--- src/rtl/shazam_pkg.sv ---
// Shared constants and types for the spectral-peak output path.
package shazam_pkg;

  localparam int         NUM_MAXIMAS = 16;
  localparam int         MAXIMA_W    = 25;
  localparam int         BIN_W       = 9;
  localparam int         MAG_W       = 16;
  localparam logic [7:0] SYNC_BYTE   = 8'hA5;
  localparam int         FRAME_BYTES = 66;

  typedef struct packed {
    logic [BIN_W-1:0] bin;
    logic [MAG_W-1:0] mag;
  } maxima_t;

  typedef enum logic [1:0] {
    ST_IDLE,
    ST_LOAD,
    ST_SEND
  } tx_state_t;

endpackage

--- src/rtl/uart_tx_byte.sv ---
// 8N1 byte transmitter: start bit, 8 data bits LSB first, stop bit.
// done pulses in the cycle after the stop bit has run its full length.
module uart_tx_byte #(
  parameter int CLKS_PER_BIT = 434
) (
  input  logic       clk,
  input  logic       reset,
  input  logic [7:0] data,
  input  logic       send,
  output logic       tx,
  output logic       ready,
  output logic       done
);

  localparam int             CNT_W   = $clog2(CLKS_PER_BIT);
  localparam logic [CNT_W-1:0] BAUD_TC = CNT_W'(CLKS_PER_BIT - 1);

  logic             active;
  logic [CNT_W-1:0] baud_cnt;
  logic [3:0]       bits_left;
  logic [8:0]       shreg;

  // Baud down-counter paces each bit; bits_left counts data bits plus stop still to go
  always_ff @(posedge clk) begin
    if (reset) begin
      active    <= 1'b0;
      baud_cnt  <= '0;
      bits_left <= 4'd0;
      shreg     <= '1;
      tx        <= 1'b1;
      done      <= 1'b0;
    end else begin
      done <= 1'b0;
      if (!active) begin
        if (send) begin
          active    <= 1'b1;
          tx        <= 1'b0;
          shreg     <= {1'b1, data};
          bits_left <= 4'd9;
          baud_cnt  <= BAUD_TC;
        end
      end else if (baud_cnt != '0) begin
        baud_cnt <= baud_cnt - 1'b1;
      end else if (bits_left == 4'd0) begin
        active <= 1'b0;
        done   <= 1'b1;
      end else begin
        tx        <= shreg[0];
        shreg     <= {1'b1, shreg[8:1]};
        bits_left <= bits_left - 1'b1;
        baud_cnt  <= BAUD_TC;
      end
    end
  end

  assign ready = ~active;

endmodule

--- src/rtl/maxima_uart_tx.sv ---
// Frames the captured peak set (sync, 4 bytes per entry, XOR checksum)
// and streams it through the byte transmitter.
//
//   state   | meaning
//   --------+-----------------------------------------------------
//   ST_IDLE | line idle, waiting for a rising edge of the strobe
//   ST_LOAD | select byte byte_idx, hand it to the byte engine
//   ST_SEND | wait for the byte engine to finish the stop bit
module maxima_uart_tx #(
  parameter int CLKS_PER_BIT = 434,
  parameter int NUM_MAXIMAS  = shazam_pkg::NUM_MAXIMAS
) (
  input  logic                                  clk,
  input  logic                                  reset,
  input  shazam_pkg::maxima_t [NUM_MAXIMAS-1:0] maximas,
  input  logic                                  maximas_found_active,
  output logic                                  tx,
  output logic                                  busy,
  output logic                                  frame_sent,
  output logic                                  dropped
);
  import shazam_pkg::*;

  localparam logic [6:0] LAST_IDX = 7'(4 * NUM_MAXIMAS + 1);

  tx_state_t                   state, state_nxt;
  maxima_t [NUM_MAXIMAS-1:0]   shadow;
  logic                        mfa_q;
  logic                        capture;
  logic [6:0]                  byte_idx;
  logic [6:0]                  payload_idx;
  logic                        is_payload;
  logic [31:0]                 entry_word;
  logic [7:0]                  payload_byte;
  logic [7:0]                  byte_sel;
  logic [7:0]                  checksum;
  logic                        send;
  logic                        eng_ready;
  logic                        eng_done;

  assign capture     = maximas_found_active & ~mfa_q;
  assign payload_idx = byte_idx - 7'd1;
  assign is_payload  = (byte_idx != 7'd0) && (byte_idx != LAST_IDX);

  // Pick the addressed entry and slice its zero-extended 32-bit word big-endian
  always_comb begin
    entry_word = '0;
    for (int i = 0; i < NUM_MAXIMAS; i++) begin
      if (payload_idx[6:2] == 5'(i)) entry_word = {7'b0, shadow[i]};
    end
    case (payload_idx[1:0])
      2'd0:    payload_byte = entry_word[31:24];
      2'd1:    payload_byte = entry_word[23:16];
      2'd2:    payload_byte = entry_word[15:8];
      default: payload_byte = entry_word[7:0];
    endcase
    if (byte_idx == 7'd0)          byte_sel = SYNC_BYTE;
    else if (byte_idx == LAST_IDX) byte_sel = checksum;
    else                           byte_sel = payload_byte;
  end

  // Next-state and handshake outputs; busy drops in the frame_sent cycle
  always_comb begin
    state_nxt  = state;
    send       = 1'b0;
    frame_sent = 1'b0;
    case (state)
      ST_IDLE: if (capture) state_nxt = ST_LOAD;
      ST_LOAD: if (eng_ready) begin
        send      = 1'b1;
        state_nxt = ST_SEND;
      end
      ST_SEND: if (eng_done) begin
        if (byte_idx == LAST_IDX) begin
          frame_sent = 1'b1;
          state_nxt  = ST_IDLE;
        end else begin
          state_nxt = ST_LOAD;
        end
      end
      default: state_nxt = ST_IDLE;
    endcase
    busy = (state != ST_IDLE) && !frame_sent;
  end

  // State, edge detect, byte index, running checksum and drop flag
  always_ff @(posedge clk) begin
    if (reset) begin
      state    <= ST_IDLE;
      mfa_q    <= 1'b0;
      byte_idx <= 7'd0;
      checksum <= 8'd0;
      dropped  <= 1'b0;
    end else begin
      state   <= state_nxt;
      mfa_q   <= maximas_found_active;
      dropped <= capture && (state != ST_IDLE);
      case (state)
        ST_IDLE: if (capture) begin
          byte_idx <= 7'd0;
          checksum <= 8'd0;
        end
        ST_LOAD: if (send && is_payload) checksum <= checksum ^ byte_sel;
        ST_SEND: if (eng_done && byte_idx != LAST_IDX) byte_idx <= byte_idx + 7'd1;
        default: ;
      endcase
    end
  end

  // Shadow copy is only written when a frame starts, never mid-frame
  always_ff @(posedge clk) begin
    if (state == ST_IDLE && capture) shadow <= maximas;
  end

  uart_tx_byte #(
    .CLKS_PER_BIT(CLKS_PER_BIT)
  ) u_byte (
    .clk  (clk),
    .reset(reset),
    .data (byte_sel),
    .send (send),
    .tx   (tx),
    .ready(eng_ready),
    .done (eng_done)
  );

endmodule

--- config.mk ---
export PLATFORM = sky130hd
export DESIGN_NAME = maxima_uart_tx
export DESIGN_NICKNAME = d
export VERILOG_FILES = /design/src/rtl/shazam_pkg.sv /design/src/rtl/uart_tx_byte.sv /design/src/rtl/maxima_uart_tx.sv
export SDC_FILE = /design/constraint.sdc
export NUM_CORES = 1
export LEC_CHECK = 0
export CAP_MARGIN = 0
export CELL_PAD_IN_SITES_DETAIL_PLACEMENT = 0
export CELL_PAD_IN_SITES_GLOBAL_PLACEMENT = 1
export CORE_MARGIN = 3
export CORE_UTILIZATION = 45
export DETAILED_ROUTE_END_ITERATION = 10
export GPL_ROUTABILITY_DRIVEN = 0
export GPL_TIMING_DRIVEN = 0
export PLACE_DENSITY = 0.95
export SLEW_MARGIN = 20
export SYNTH_ARGS = -nofsm -noshare
export SYNTH_HDL_FRONTEND = slang
export SYNTH_HIERARCHICAL = 1
export SYNTH_SLANG_ARGS = --single-unit
--- constraint.sdc ---
create_clock -name clk -period 159.7 [get_ports clk]
set_clock_uncertainty 0.15 [all_clocks]
set_input_delay 31.94 -clock clk [delete_from_list [all_inputs] [get_ports clk]]
set_output_delay 31.94 -clock clk [all_outputs]
set_load 0.01 [all_outputs]
==> impl_metrics.csv <==
group,metric,value,unit
layout,drive_above_1_share,11.7,%
global_routing,gr-usage-all-layers,32.6,%
setup_path,worstPathCellList,"buf_2, clkbuf_1, inv_1, ha_1, nand4_1, clkbuf_1, nor2_1, nor2_1, clkdlybuf4s50_1",
yosys,seq_area_frac_synth,68.2,%
clock_network,post_cts_buffers,0,
setup_path,critPathCaptureType,"primary output",
global_routing,grt_max_degree,14,
global_routing,antenna_found_initial,13,
global_routing,grt_use_met2,52.9,%
sta,whs,0.310,ns
clock_network,clock_path_buffers,3,
global_routing,busiest_layer,"met2",
yosys,synth_fa_ha_area_share,0.464,%
yosys,ys_ff_latch,443,
clock_network,cts_root_buf,"clkbuf_16",
clock_network,worstSkewPairLatency,0.60,ns
setup_path,worstSetupPathType,"reg2out",
floorplanning,die_h,211,um
yosys,syn_area_per_cell,13.8,sq um
yosys,synth_edf_count,400,
yosys,muxShareOfSynthArea,0.550,%
layout,nets,2294,
routing,first_pass_iters,8,
yosys,yosysWarnings,6,
floorplanning,core,41100,sq um
sta,final.min_clock_period,35.77,ns
sta,maxSlewViolCount,0,
placement,port_buffers,406,
yosys,synth.distinct_cells,108,
setup_path,arrival,3.68,ns
sta,fmax,0.0280,GHz
power_and_ir_drop,ir_drop,0.0000102,V
floorplanning,initial_core_util,45.9,%
clock_network,clk_pin_slew_worst_paths,0.06,ns
routing,wl,75.0,mm
yosys,synthesis.area,18900,sq um
clock_network,cts.sinks,443,
sta,worstMarginPinSlew,1.14,ns
clock_network,hold_buffers,0,
routing,drtAntennaViolNets,0,
global_routing,met3_usage,8.24,%
clock_network,cts_buffers,46,
hold_path,min_path_type,"reg2reg",
job,cap_violations,0,
yosys,synth_top_area_share,63.6,%
power_and_ir_drop,finalPower,268,uW
yosys,syn_nets,1775,
yosys,async_flop_share,0,%
sta,fin_tns_setup,0,ns
global_routing,met1_usage,39.6,%
floorplanning,die_w,211,um
setup_path,critPathMaxFanout,10,
layout,fill_cells,3089,
yosys,synth.area.top_cells,"edfxtp_1 64%, dfxtp_1 4.6%, a21oi_1 2.0%",
routing,drcViolationCount,0,
routing,wl_per_cell,30.5,um
yosys,synth_ff_type,"edfxtp_1",
routing,drt-initial-drc-count,2431,
global_routing,grt_pass1_wl,104,mm
outcome,status,"completed",
clock_network,cts_resized,0,
placement,dpl.hpwl,56.4,mm
yosys,synthXorXnorAreaFrac,0.411,%
setup_path,critical_path.max_stage_delay,0.55,ns
clock_network,h-tree-depth,2,
global_routing,grt_pass1_vias,15600,
yosys,yosys.cell_count.top_type,"edfxtp_1",
setup_path,worstPathRequired,127.61,ns
yosys,yosys.area_share.simple,9.63,%
clock_network,cts_tree,"built",
routing,num_vias,16100,
setup_path,crit_slowest_cell,"clkdlybuf4s50_1",
yosys,synth-compound-area-share,18.5,%
routing,vias_per_cell,6.52,
sta,rsz0062_at_grt,"no",
sta,timing.slew.headroom,23.8,%
power_and_ir_drop,power.density,10.5,nW/um^2
yosys,synth_top_family_by_area,"compound AO/OA/AOI/OAI gates",
global_routing,overflow,0,
layout,area_growth,34.8,%
floorplanning,boundaryPins,407,
setup_path,start_kind,"register",
floorplanning,die-area,44400,sq um
yosys,synth_common_cells,"400 x edfxtp_1, 85 x nand2_1, 81 x nor2_1, 76 x a21oi_1, 49 x o21ai_0",
sta,post-route-period-util,22.4,%
floorplanning,placementRows,74,
sta,finalHoldViolCount,0,
yosys,synth_cells,1365,
power_and_ir_drop,p_leak,0.00860,uW
yosys,synth_largest_area_cell,"edfxtp_1",
sta,setup-violations-final,0,
## cell usage in the layout, fill, tap and decap left out, drive strengths merged, types with 10 or more instances in the layout
| cell | count |
|---|---|
| o21ai | 65 |
| a211oi | 27 |
| a221oi | 28 |
| o211ai | 18 |
| a222oi | 22 |
| clkinv | 26 |
| edfxtp | 400 |
| dfxtp | 43 |
| nor3 | 31 |
| o21a | 14 |
| a21oi | 88 |
| diode | 10 |
| and2 | 12 |
| clkbuf | 96 |
| nand2b | 10 |
| nor4 | 13 |
| or3 | 19 |
| a31oi | 18 |
| o221ai | 17 |
| nand3 | 29 |
| inv | 13 |
| o22ai | 29 |
| a22oi | 32 |
| buf | 104 |
| a22o | 10 |
| nor2 | 85 |
| nand4 | 12 |
| clkdlybuf4s50 | 406 |
| nand2 | 85 |
## flip-flops by register name (all words and copies together) (netlist names), 2 cells and up
register	count
byte_idx	7
checksum	8
u_byte/bits_left	4
u_byte/shreg	8
state	2
shadow	400
u_byte/baud_cnt	9
## layer usage
metal / wire length [um] / up-vias
li1: - / 6606
met1: 25800 / 7706
met2: 34900 / 1412
met3: 8730 / 324
met4: 5470 / 6
met5: 35 / -
## kinds of logic after synthesis
kind of cell / count (synthesis)
AND/OR/NAND/NOR: 346
flip-flops: 443
multiplexers: 10
XOR/XNOR: 8
adder cells (fa/ha/maj): 7
buffers and inverters: 92
AO/OA/AOI/OAI: 459
## area by class of cell
cell class / count / area [sq um] / area share [%]
Sequential cell: 443 / 12900 / 50.6
Multi-Input combinational cell: 830 / 5600 / 22.0
Timing Repair Buffer: 471 / 4460 / 17.5
Clock buffer: 56 / 1210 / 4.76
Tap cell: 532 / 666 / 2.62
Buffer: 79 / 373 / 1.47
Clock inverter: 27 / 184 / 0.723
Inverter: 13 / 48.8 / 0.192
Antenna cell: 10 / 25.0 / 0.0984
## metrics by stage
| stage | utilization (%) | cell area (sq um) | setup WS (ns) | cells |
|---|---|---|---|---|
| after detailed placement | 58.4 | 24000 | 123.73 | 2368 |
| after floorplan | - | 18900 | 83.10 | 1365 |
| after global routing | 61.9 | 25400 | 123.78 | 2459 |
| final | 61.9 | 25400 | 123.93 | 2461 |
| after CTS | 61.8 | 25400 | 124.02 | 2451 |
| after global placement | 57.4 | 23600 | 67.26 | 2303 |
## power by group
part | internal [uW] | switching [uW] | leakage (uW)
registers | 136 | 3.97 | 0.00413
clock network | 55.7 | 45.7 | 0.000682
logic | 13.6 | 12.6 | 0.00379
## final timing paths
path / from / endpoint / slack [ns] / cells after the start
worst min register to register: mfa_q / dropped / 0.31 / 1
worst max-delay path: byte_idx[1] / busy / 123.93 / 9
worst min-delay path: mfa_q / dropped / 0.31 / 1
worst max register to register: byte_idx[1] / u_byte/shreg[3] / 153.82 / 19
## worst max-delay path, delay by kind of cell, from the launching register on
family                     cells  cell delay (ns)
buffers and inverters          5             1.79
DFF                            1             0.38
adders and majority gates      1             0.26
and+or+nand+nor                3             0.69
(Power assumes the default switching activity.)
